**config.mk**
```make
export PLATFORM = sky130hd
export DESIGN_NAME = gcd_ctrl_flat
export DESIGN_NICKNAME = d
export VERILOG_FILES = /design/src/rtl/gcd_ctrl_if.sv /design/src/rtl/gcd_ctrl.sv /design/src/flat_wrapper.sv
export SDC_FILE = /design/constraint.sdc
export NUM_CORES = 1
export LEC_CHECK = 0
export ABC_CLOCK_PERIOD_IN_PS = 1600
export CORE_ASPECT_RATIO = 0.8
export CORE_MARGIN = 1.5
export CORE_UTILIZATION = 40
export DETAILED_ROUTE_END_ITERATION = 10
export PLACE_DENSITY_LB_ADDON = 0.3
export SYNTH_ARGS = -nofsm -noshare
export SYNTH_HDL_FRONTEND = slang
export SYNTH_SLANG_ARGS = --single-unit
```
**constraint.sdc**
```tcl
create_clock -name clk -period 1.6 [get_ports clk]
set_clock_uncertainty 0.1 [all_clocks]
set_input_delay 0.48 -clock clk [delete_from_list [all_inputs] [get_ports clk]]
set_output_delay 0.48 -clock clk [all_outputs]
set_load 0.02 [all_outputs]
```
**src/rtl/gcd_ctrl_if.sv**
```systemverilog
`default_nettype none
// ============================================================================
// Module      : gcd_ctrl_if
// Description : Handshake, comparator-flag and datapath-control bundle
//               between the GCD requester/datapath and gcd_ctrl.
// Revision    : 1.0
// ============================================================================
interface gcd_ctrl_if #(
    parameter int CNT_W = 16
) ();
    logic             start;
    logic             a_gt_b;
    logic             a_eq_b;
    logic             a_lt_b;
    logic             a_sel;
    logic             b_sel;
    logic             a_ld;
    logic             b_ld;
    logic             output_en;
    logic             busy;
    logic             done;
    logic             err;
    logic [CNT_W-1:0] iter_count;

    modport master (
        output start, a_gt_b, a_eq_b, a_lt_b,
        input  a_sel, b_sel, a_ld, b_ld, output_en, busy, done, err, iter_count
    );

    modport slave (
        input  start, a_gt_b, a_eq_b, a_lt_b,
        output a_sel, b_sel, a_ld, b_ld, output_en, busy, done, err, iter_count
    );
endinterface
`default_nettype wire

```
**src/rtl/gcd_ctrl.sv**
```systemverilog
`default_nettype none
// ============================================================================
// Module      : gcd_ctrl
// Description : Sequencer for the GCD subtract-and-compare datapath.
//               Optional watchdog enabled by macro GCD_TIMEOUT_EN.
// Revision    : 1.0
// ============================================================================
module gcd_ctrl #(
    parameter int          CNT_W    = 16,
    parameter int unsigned MAX_ITER = 32'h0000_FFFF
) (
    input  wire logic clk,
    input  wire logic rst,
    gcd_ctrl_if.slave bus
);

    typedef enum logic [1:0] {
        ST_IDLE = 2'd0,
        ST_LOAD = 2'd1,
        ST_RUN  = 2'd2,
        ST_DONE = 2'd3
    } state_t;

    if (64'(MAX_ITER) > ((64'd1 << CNT_W) - 64'd1)) begin : g_bad_max_iter
        $error("MAX_ITER does not fit in iter_count");
    end

    state_t           r_state;
    state_t           w_state_nxt;
    logic [CNT_W-1:0] r_iter;
    logic             r_err;

    logic w_a_sel, w_b_sel, w_a_ld, w_b_ld, w_output_en;
    logic w_busy, w_done, w_err;
    logic w_iter_clr, w_iter_inc, w_err_set;
    logic w_flags_ok, w_timeout;

    assign w_flags_ok = ({bus.a_gt_b, bus.a_eq_b, bus.a_lt_b} == 3'b100) ||
                        ({bus.a_gt_b, bus.a_eq_b, bus.a_lt_b} == 3'b010) ||
                        ({bus.a_gt_b, bus.a_eq_b, bus.a_lt_b} == 3'b001);

`ifdef GCD_TIMEOUT_EN
    assign w_timeout = (r_iter == MAX_ITER[CNT_W-1:0]) && !bus.a_eq_b;
`else
    assign w_timeout = 1'b0;
`endif

    always_comb begin
        w_state_nxt = r_state;
        w_a_sel     = 1'b0;
        w_b_sel     = 1'b0;
        w_a_ld      = 1'b0;
        w_b_ld      = 1'b0;
        w_output_en = 1'b0;
        w_busy      = 1'b0;
        w_done      = 1'b0;
        w_err       = 1'b0;
        w_iter_clr  = 1'b0;
        w_iter_inc  = 1'b0;
        w_err_set   = 1'b0;
        case (r_state)
            ST_IDLE: begin
                if (bus.start) begin
                    w_state_nxt = ST_LOAD;
                end
            end
            ST_LOAD: begin
                w_a_sel     = 1'b1;
                w_b_sel     = 1'b1;
                w_a_ld      = 1'b1;
                w_b_ld      = 1'b1;
                w_busy      = 1'b1;
                w_iter_clr  = 1'b1;
                w_state_nxt = ST_RUN;
            end
            ST_RUN: begin
                w_busy = 1'b1;
                // Malformed flags or watchdog expiry abort with no register updates
                if (!w_flags_ok || w_timeout) begin
                    w_err_set   = 1'b1;
                    w_state_nxt = ST_DONE;
                end else if (bus.a_eq_b) begin
                    w_output_en = 1'b1;
                    w_state_nxt = ST_DONE;
                end else if (bus.a_gt_b) begin
                    w_a_ld     = 1'b1;
                    w_iter_inc = 1'b1;
                end else begin
                    w_b_ld     = 1'b1;
                    w_iter_inc = 1'b1;
                end
            end
            ST_DONE: begin
                w_done      = 1'b1;
                w_err       = r_err;
                w_state_nxt = ST_IDLE;
            end
            default: begin
                w_state_nxt = ST_IDLE;
            end
        endcase
    end

    always_ff @(posedge clk) begin
        if (rst) begin
            r_state <= ST_IDLE;
            r_iter  <= '0;
            r_err   <= 1'b0;
        end else begin
            r_state <= w_state_nxt;
            if (w_iter_clr) begin
                r_iter <= '0;
            end else if (w_iter_inc && (r_iter != {CNT_W{1'b1}})) begin
                r_iter <= r_iter + {{(CNT_W-1){1'b0}}, 1'b1};
            end
            if (w_err_set) begin
                r_err <= 1'b1;
            end else if (r_state == ST_DONE) begin
                r_err <= 1'b0;
            end
        end
    end

    assign bus.a_sel      = w_a_sel;
    assign bus.b_sel      = w_b_sel;
    assign bus.a_ld       = w_a_ld;
    assign bus.b_ld       = w_b_ld;
    assign bus.output_en  = w_output_en;
    assign bus.busy       = w_busy;
    assign bus.done       = w_done;
    assign bus.err        = w_err;
    assign bus.iter_count = r_iter;

endmodule
`default_nettype wire

```
**src/flat_wrapper.sv**
```systemverilog
// flat-port wrapper written by rule: the top's interface ports become plain ports
module gcd_ctrl_flat 
#(
    parameter int          CNT_W    = 16,
    parameter int unsigned MAX_ITER = 32'h0000_FFFF
)
  (clk, rst, bus_start, bus_a_gt_b, bus_a_eq_b, bus_a_lt_b, bus_a_sel, bus_b_sel, bus_a_ld, bus_b_ld, bus_output_en, bus_busy, bus_done, bus_err, bus_iter_count);
  gcd_ctrl_if #(.CNT_W(CNT_W)) bus_i ();
  input  wire logic clk;
  input  wire logic rst;
  input wire logic [$bits(bus_i.start)-1:0] bus_start;
  input wire logic [$bits(bus_i.a_gt_b)-1:0] bus_a_gt_b;
  input wire logic [$bits(bus_i.a_eq_b)-1:0] bus_a_eq_b;
  input wire logic [$bits(bus_i.a_lt_b)-1:0] bus_a_lt_b;
  output wire logic [$bits(bus_i.a_sel)-1:0] bus_a_sel;
  output wire logic [$bits(bus_i.b_sel)-1:0] bus_b_sel;
  output wire logic [$bits(bus_i.a_ld)-1:0] bus_a_ld;
  output wire logic [$bits(bus_i.b_ld)-1:0] bus_b_ld;
  output wire logic [$bits(bus_i.output_en)-1:0] bus_output_en;
  output wire logic [$bits(bus_i.busy)-1:0] bus_busy;
  output wire logic [$bits(bus_i.done)-1:0] bus_done;
  output wire logic [$bits(bus_i.err)-1:0] bus_err;
  output wire logic [$bits(bus_i.iter_count)-1:0] bus_iter_count;
  assign bus_i.start = bus_start;
  assign bus_i.a_gt_b = bus_a_gt_b;
  assign bus_i.a_eq_b = bus_a_eq_b;
  assign bus_i.a_lt_b = bus_a_lt_b;
  assign bus_a_sel = bus_i.a_sel;
  assign bus_b_sel = bus_i.b_sel;
  assign bus_a_ld = bus_i.a_ld;
  assign bus_b_ld = bus_i.b_ld;
  assign bus_output_en = bus_i.output_en;
  assign bus_busy = bus_i.busy;
  assign bus_done = bus_i.done;
  assign bus_err = bus_i.err;
  assign bus_iter_count = bus_i.iter_count;
  gcd_ctrl #(.CNT_W(CNT_W), .MAX_ITER(MAX_ITER)) u_core (.clk(clk), .rst(rst), .bus(bus_i));
endmodule
```
======== Word level (Yosys, flattened, before mapping) ========
Index checks and enable logic that the tools add are counted.
word-level totals
  input port bits ......................... 6
  output and inout port bits .............. 24
  flip-flop bits (word level) ............. 19
cells by class
  mux-type cells .......................... 26
  reductions and logical operators ........ 8
  add/subtract/negate cells ............... 1
  equality and inequality tests ........... 9
operators with widths
  kind                                                  number
  2-to-1 mux 1 bit                                      20
  adder 16 x 1 -> 16 bit (second input constant)        1
  inequality test 16 bit (second input constant)        1
  one-hot mux 2 bit (4 select lines)                    1
  2-to-1 mux 2 bit                                      3
  equality test 2 bit (second input constant)           2
  one-hot mux 1 bit (2 select lines)                    2
  OR reduction 2 bit                                    2
  equality test 3 x 1 -> 1 bit (second input constant)  1
  equality test 3 x 2 -> 1 bit (second input constant)  1
  equality test 3 bit (second input constant)           1
  inequality test 3 bit (second input constant)         1
  equality test 2 x 1 -> 1 bit (second input constant)  1
  zero test 2 bit                                       1
  logical OR 1 bit                                      2
  inequality test 2 bit (second input constant)         1
  AND reduction 2 bit                                   1
  nonzero test 2 bit                                    1
  logical AND 1 bit                                     1

======== Depth between registers and ports, before layout ========
Gate-level depths: netlist (run 1).
  depth after elaboration ................. 6
  mapped depth ............................ 7
  depth with buffers taken out ............ 6

======== Least setup slack after synthesis (run 1) ========
Ideal clock, no wire load.
  kind .................................... register -> output
  start point ............................. register u_core.r_state[0]
  end point ............................... output port bus_output_en
  buffers on the path ..................... 0
  path slack .............................. -0.402 ns
  cell stages (with the launch flop) ...... 4
  data arrival time ....................... 1.422 ns
  cell sequence ........................... dfxtp_1 inv_1 ha_1 nor4bb_1
on the way
  cells in the longest elaborated chain, start to end .. 2
RTL lines
  element                   RTL line            source
  start: declaration        gcd_ctrl.sv:28      state_t r_state;
  start signal: assignment  gcd_ctrl.sv:110     r_state <= w_state_nxt;
  equality test 2 bit       gcd_ctrl.sv:61      case (r_state)
  2-to-1 mux 1 bit          gcd_ctrl.sv:61
  end: declaration          flat_wrapper.sv:19  output wire logic [$bits(bus_i.output_en)-1:0] bus_output_en;
No other way between the ends.

======== Final worst setup path (run 1) ========
  start point ............................. register u_core.r_state[0]
  end point ............................... output port bus_a_ld
on the way
  cells in the longest elaborated chain, start to end .. 2
  elaborated cells on any way between the ends .. 3
  classes of those cells .................. 2 x eq/ne; 1 x mux
RTL lines
  element                                                                     RTL line            source
  equality test 2 bit / equality test 2 x 1 -> 1 bit (equally long branches)  gcd_ctrl.sv:61
  one-hot mux 1 bit (2 select lines) (*)                                      gcd_ctrl.sv:61
  end: declaration                                                            flat_wrapper.sv:17  output wire logic [$bits(bus_i.a_ld)-1:0] bus_a_ld;
Mark *: on every way between the ends. The rest lies on a longest branch, timed or not.

==> results_dict.tcl, run 1 <==
set metrics [dict create \
    power_density_nw_per_um2 865 \
    grt_pass1_vias 1236 \
    slew_violations 0 \
    critPathTopFamily "flip-flops" \
    synth_edf_count 0 \
    r2r_setup_slack_ps -170 \
    finalCritPeriodShare_pct 122 \
    htreeDepth 1 \
    syn_nets 138 \
    max_freq_mhz 511 \
    synthesis.area_sq_um 1170 \
    grt_use_total_pct 21.3 \
    path_clk_slew_ps 120 \
    fp-row-count 17 \
    syn-instance-count 126 \
    ys_warn_count 0 \
    routedWlPerCell_um 14.5 \
    stdcell_count 233 \
    grt_max_degree 17 \
    final.setup.tns_ps -3400 \
    dpl.hpwl_mm 2.15 \
    reg2reg_from "u_core.bus.iter_count[0]$_SDFFE_PP0P_" \
    route.detailed.drc 0 \
    port_buffers 29 \
    dieHeight_um 51.4 \
    drt_iter0_drc 22 \
    critPathRequiredTime_ps 1020 \
    die_x_um 63.5 \
    post-place-cells 215 \
    min_path_cells 2 \
    rsz0062_at_grt "true" \
    crit_type "reg2out" \
    finalHoldViolCount 0 \
    clockRootBuffer "clkbuf_4" \
    startpoint_type "register" \
    drive_gt1_share_pct 59.5 \
    final_core_util_pct 73.5 \
    synth.distinct_cells 39 \
    dieArea_sq_um 3260 \
    vias_per_cell 5.11 \
    cp.arrival_ps 1380 \
    cts_max_path_buffers 2 \
    worstHoldEndpoint "u_core.bus.iter_count[14]$_SDFFE_PP0P_" \
    violations "setup timing" \
    io_pins 30 \
    cpPeakStageDelay_ps 360 \
    cts.sinks 19 \
    finalCriticalPeriod_ps 1960 \
    endpoint_kind "primary output" \
    setup_violations 22 \
    vias 1190 \
    ys_ff_latch 19 \
    async_flop_share_pct 0 \
    r2r-end "u_core.bus.iter_count[5]$_SDFFE_PP0P_" \
    fin_ws_ps -358 \
    crit_fanout 4 \
    p_leak_nw 0.820 \
    first_pass_iters 5 \
    max-cap-violations 0 \
    critPathSlowestCell "dfxtp_2" \
    clock_latency_ps 310 \
    grt-ovfl-total 0 \
    antenna_found_initial 0 \
    wirelength_mm 3.38 \
    synth_area_per_cell_sq_um 9.29 \
    min_from "u_core.bus.iter_count[14]$_SDFFE_PP0P_" \
    ant_nets 0 \
    grt_pass1_wl_mm 5.49 \
    core_sq_um 2770 \
    relSlewSlack_pct 76.8 \
    r2r_cells 8 \
    tightestPinTransition_ps 348 \
    syn2layout_area_growth_pct 73.6 \
    vdd.ir_drop.worst_v 0.000976 \
    place_congestion 0.794 \
    finish.net_count 208 \
    hold_path.class "reg2reg" \
    seq_area_frac_synth_pct 32.5 \
    outcome "finished with violations" \
    crit_buf_inv 3 \
    path_cells "inv_2 -> buf_4 -> ha_4 -> o21a_2 -> buf_6" \
    antennaDiodeCount 0 \
    start_util_pct 42.4 \
    cts_buffers 3 \
    cts_tree "yes" \
    synth_ff_type "dfxtp_1" \
]
[routing by layer]
metal	vias to the layer above	global-route usage, %	routed length [um]
met5	-	0	0
met2	24	39.1	1720
li1	574	-	-
met3	2	4.85	110
met1	590	25.0	1530
met4	0	6.16	20
[cells by family (layout without fill, tap and decap cells)]
logic type / Yosys count / count (layout) / share of synthesized area [%]
adders and majority gates: 6 / 6 / 6.41
buffers and inverters: 9 / 78 / 4.49
xor gates and xnor gates: 17 / 17 / 13.4
DFF: 19 / 19 / 32.5
muxes: 1 / 1 / 0.855
and+or+nand+nor: 57 / 57 / 29.5
AOI/OAI and AO/OA: 17 / 17 / 12.9
[metrics by stage]
step / hold slack, ps / worst slack, ps / total power [mW] / area (sq um)
floorplan: 432 / -168 / 1.05 / 1270
global placement: 403 / -1220 / 1.34 / 1770
detailed placement: 415 / -1230 / 1.36 / 1770
CTS: 438 / -366 / 1.73 / 2000
global route: 482 / -412 / 1.84 / 2030
finish: 435 / -358 / 1.76 / 2030
[state kept, by name, summed over array words and instances (netlist names)]
name / flops
u_core.r_err: 1
u_core.bus.iter_count: 16
u_core.r_state: 2
[cells in the mapped netlist, types with 2 or more instances]
| cell | n | share of area (%) |
|---|---|---|
| a2111oi_2 | 2 | 2.6 |
| a211oi_2 | 5 | 5.3 |
| a21oi_1 | 4 | 1.7 |
| and3_1 | 2 | 1.1 |
| buf_6 | 2 | 1.9 |
| clkbuf_1 | 2 | 0.64 |
| dfxtp_1 | 19 | 32 |
| ha_1 | 6 | 6.4 |
| inv_1 | 4 | 1.3 |
| nand2_1 | 8 | 2.6 |
| nand3_1 | 5 | 2.1 |
| nand4_1 | 4 | 2.1 |
| nor2_1 | 20 | 6.4 |
| nor4bb_1 | 2 | 1.7 |
| o21a_1 | 2 | 1.3 |
| o21ai_0 | 2 | 0.85 |
| xnor2_1 | 10 | 7.5 |
| xor2_1 | 6 | 4.5 |
[power breakdown]
part           internal, mW  leakage [nW]  total, mW  switching (mW)
logic                 0.484         0.643      0.962           0.477
registers             0.508         0.162      0.536          0.0288
clock network        0.0974        0.0150      0.261           0.164
[worst max path at each step]
| stage | start | end | slack (ps) | cells after the start |
|---|---|---|---|---|
| final | u_core.r_state[0]$_SDFFE_PP0P_ | bus_a_ld | -360 | 5 |
| after global routing | u_core.r_state[0]$_SDFFE_PP0P_ | bus_b_ld | -410 | 5 |
| after CTS | u_core.r_state[0]$_SDFFE_PP0P_ | bus_b_ld | -370 | 5 |
| after detailed placement | bus_a_lt_b | bus_a_ld | -1230 | 6 |
| after global placement | bus_a_lt_b | bus_b_ld | -1220 | 4 |
| after floorplan | bus_a_lt_b | bus_a_ld | -170 | 5 |
[area by class of cell]
| type | count | area (sq um) |
|---|---|---|
| Multi-Input combinational cell | 98 | 945 |
| Inverter | 4 | 15.0 |
| Timing Repair Buffer | 70 | 592 |
| Tap cell | 38 | 47.5 |
| Clock buffer | 4 | 26.3 |
| Fill cell | 196 | 732 |
| Sequential cell | 19 | 408 |
[cell usage in the layout, fill, tap and decap left out, drive strengths merged, types with 3 or more instances in the layout]
cell type / instances
dfxtp: 19
xnor2: 10
buf: 49
nor3: 3
ha: 6
nand4: 4
xor2: 7
inv: 4
clkbuf: 12
clkdlybuf4s15: 10
a211oi: 6
nand3: 6
nand2: 8
a21oi: 4
nor2: 20
[timing repair]
item	in CTS	in global routing
setup buffers	15	1
endpoints found under the hold margin	0	0
hold buffers	0	0
pin swaps	21	9
resized for setup	104	28
setup endpoints to repair	43	39
[worst reg2reg max path, delay by kind of cell, from the launching register on]
kind | cells | cell delay [ps]
AO/OA/AOI/OAI | 1 | 210
XOR/XNOR | 1 | 150
adder cells (fa/ha/maj) | 1 | 150
buffers and inverters | 2 | 280
flip-flops | 1 | 370
AND/OR/NAND/NOR | 3 | 400
(Power assumes the default switching activity.)
==> run 2, diff against run 1 <==
--- a/config.mk
+++ b/config.mk
@@ -5,6 +5,7 @@
 export SDC_FILE = /design/constraint.sdc
 export NUM_CORES = 1
 export LEC_CHECK = 0
+export ABC_AREA = 1
 export ABC_CLOCK_PERIOD_IN_PS = 1600
 export CORE_ASPECT_RATIO = 0.8
 export CORE_MARGIN = 1.5
==> run 2 against run 1 <==
  * Total power rose by 2.9%
  * The flow still finishes with violations (setup timing)
  * Clock-buffer cell count did not move
  * Flip-flop and latch count did not move
  * Highest routed layer unchanged
  * Critical path depth did not move
  * Clock power rose by 31%
  * Synthesized cell count rose by 44%
  * Design area rose by 4.9%
  * Fmax rose by 4.6%
  * Utilization rose by 1.3 points
  * Global-route usage rose by 1.5 points
==> results_dict.tcl, run 2 <==
set metrics [dict create \
    grt_pass1_vias 1398 \
    synth_most_common_cell "nand2_1" \
    final_core_util_pct 74.8 \
    ys_ff_latch 19 \
    layout_common_cells "32 x nand2_1, 29 x buf_4, 23 x nor2_1" \
    antennaDiodeCount 0 \
    relSlewSlack_pct 73.2 \
    yosys-top-cells-count "42 x nand2_1, 29 x nor2_1, 20 x inv_1" \
    outcome "finished with violations" \
    synth_ff_type "dfxtp_1" \
    r2r_setup_slack_ps -30 \
    cts.sinks 19 \
    internal_power_mw 1.13 \
    dpl.hpwl_mm 2.59 \
    start_util_pct 43.4 \
    grt_use_total_pct 22.8 \
    route.detailed.drc 0 \
    fp-row-count 17 \
    p_comb_share_pct 51.1 \
    cp.arrival_ps 1290 \
    io_pins 30 \
    finalCritPeriodShare_pct 117 \
    yosys.area.top_type "dfxtp_1" \
    power_density_nw_per_um2 849 \
    post-place-ws_ps -1190 \
    cts_hold_buffers 0 \
    drt_iter0_drc 93 \
    tightestPinTransition_ps 401 \
    grt_pass1_wl_mm 6.03 \
    core_sq_um 2850 \
    cts_tree "yes" \
    cts_buffers 3 \
    p_sw_share_pct 37.7 \
    seq_area_frac_synth_pct 30.7 \
    holdWs_ps 378 \
    ant_nets 0 \
    syn_nets 194 \
    grt-ovfl-total 0 \
    grt_max_degree 15 \
    critPathTopFamily "flip-flops" \
    port_buffers 29 \
    vdd.ir_drop.worst_v 0.000765 \
    vias_per_cell 5.04 \
    startpoint_type "register" \
    finalCriticalPeriod_ps 1870 \
    cpPeakStageDelay_ps 390 \
    fin_ws_ps -271 \
    finish.net_count 261 \
    async_flop_share_pct 0 \
    critPathSlowestCell "dfxtp_4" \
    largest_reg_flops 16 \
    max-cap-violations 0 \
    final.setup.tns_ps -1540 \
    synthTopCellsByArea "dfxtp_1 31%, nand2_1 13%, nor2_1 8.8%" \
    critPathRequiredTime_ps 1020 \
    pwr-share-seq_pct 30.1 \
    syn-instance-count 182 \
    slew_violations 0 \
    cpMostUsedCell "inv_4" \
    wirelength_mm 4.02 \
    endpoint_kind "primary output" \
    p_leak_nw 0.920 \
    synth_edf_count 0 \
    cts_max_path_buffers 2 \
    dieHeight_um 52.8 \
    p_sw_mw 0.683 \
    path_clk_slew_ps 70 \
    synth_top_area_share_pct 30.7 \
    syn2layout_area_growth_pct 72.4 \
    vias 1442 \
    clock_latency_ps 260 \
    synth_area_per_cell_sq_um 6.80 \
    crit_type "reg2out" \
    crit_buf_inv 3 \
    hold_path.class "reg2reg" \
    violations "setup timing" \
    synthesis.area_sq_um 1240 \
    place_congestion 0.815 \
    path_cells "inv_4 -> ha_4 -> inv_4 -> a21oi_4 -> buf_6" \
    dieArea_sq_um 3440 \
    htreeDepth 1 \
    finalHoldViolCount 0 \
    die_x_um 65.2 \
    mostFrequentLayoutCell "nand2_1" \
    ys_warn_count 0 \
    antenna_found_initial 0 \
    routedWlPerCell_um 14.0 \
    drive_gt1_share_pct 46.8 \
    clockRootBuffer "clkbuf_8" \
    crit_fanout 4 \
    setup_violations 12 \
    first_pass_iters 4 \
    max_freq_mhz 534 \
    clock_power_share_pct 18.8 \
    rsz0062_at_grt "true" \
    synth.distinct_cells 23 \
]
run 2: cell count changes in the layout (fill, tap and decap cells not counted), moves of 6 or more:
cell             delta
inv_1              +10
dfxtp_1            +10
nand3_2             +7
clkdlybuf4s15_2     -6
nand2_1            +25
nor2_4              +6
dfxtp_2            -10
xnor2_1             -9
nand2_2            +12
dlygate4sd2_1      +11
xor2_1              -6
a21oi_1             +8
run 2: final timing paths:
check	cells past startpoint	end	from
setup / recovery	5	bus_b_ld	u_core.r_state[1]$_SDFFE_PP0P_
setup reg to reg	10	u_core.bus.iter_count[13]$_SDFFE_PP0P_	u_core.r_state[0]$_SDFFE_PP0P_
hold reg to reg	2	u_core.r_err$_SDFFE_PP0P_	u_core.r_err$_SDFFE_PP0P_
hold / removal	2	u_core.r_err$_SDFFE_PP0P_	u_core.r_err$_SDFFE_PP0P_
run 2: timing repair:
item,CTS,global route
endpoints found under the setup margin,42,30
gates cloned,0,2
setup buffers,6,1
resized for setup,84,40
pin swaps,10,8
run 2: final cells by class:
class                           instances  area (sq um)
Timing Repair Buffer                   66           607
Inverter                               20          90.1
Multi-Input combinational cell        139           948
Sequential cell                        19           395
Tap cell                               38          47.5
Clock buffer                            4          45.0
Fill cell                             198           717
run 2: metal layers:
metal	track usage (%)	up-vias	share of wire (%)
met1	28.1	681	43
met2	39.6	36	51
li1	-	717	-
met4	5.56	0	1.2
met5	0	-	0
met3	6.45	8	4.0
run 2: cells by family after synthesis:
| logic type | count (synthesis) | share of synthesized area, % |
|---|---|---|
| compound gates | 24 | 9.91 |
| simple gates | 108 | 43.2 |
| buf+inv | 24 | 9.40 |
| fa+ha+maj | 6 | 6.07 |
| xor+xnor | 1 | 0.708 |
| flops | 19 | 30.7 |
run 2: per-stage QoR:
step | total power, mW | cells | cell area [sq um]
6_report | 1.81 | 286 | 2130
5_1_grt | 1.91 | 286 | 2130
4_1_cts | 1.77 | 284 | 1970
3_5_place_dp | 1.32 | 276 | 1890
3_3_place_gp | 1.28 | 276 | 1890
2_1_floorplan | 1.03 | 182 | 1340
run 2: power groups by stage:
| stage | clock [mW] | sequential, mW | combinational, mW |
|---|---|---|---|
| 6_report | 0.341 | 0.545 | 0.925 |
| 5_1_grt | 0.364 | 0.547 | 0.995 |
| 4_1_cts | 0.348 | 0.541 | 0.878 |
| 3_5_place_dp | 0 | 0.540 | 0.778 |
| 3_3_place_gp | 0 | 0.539 | 0.736 |
| 2_1_floorplan | 0 | 0.546 | 0.482 |
run 2: worst min-delay path, stage by stage (launching register included):
cell	delay (ps)
dfxtp_1	320
nand2_1	60
a21oi_1	60
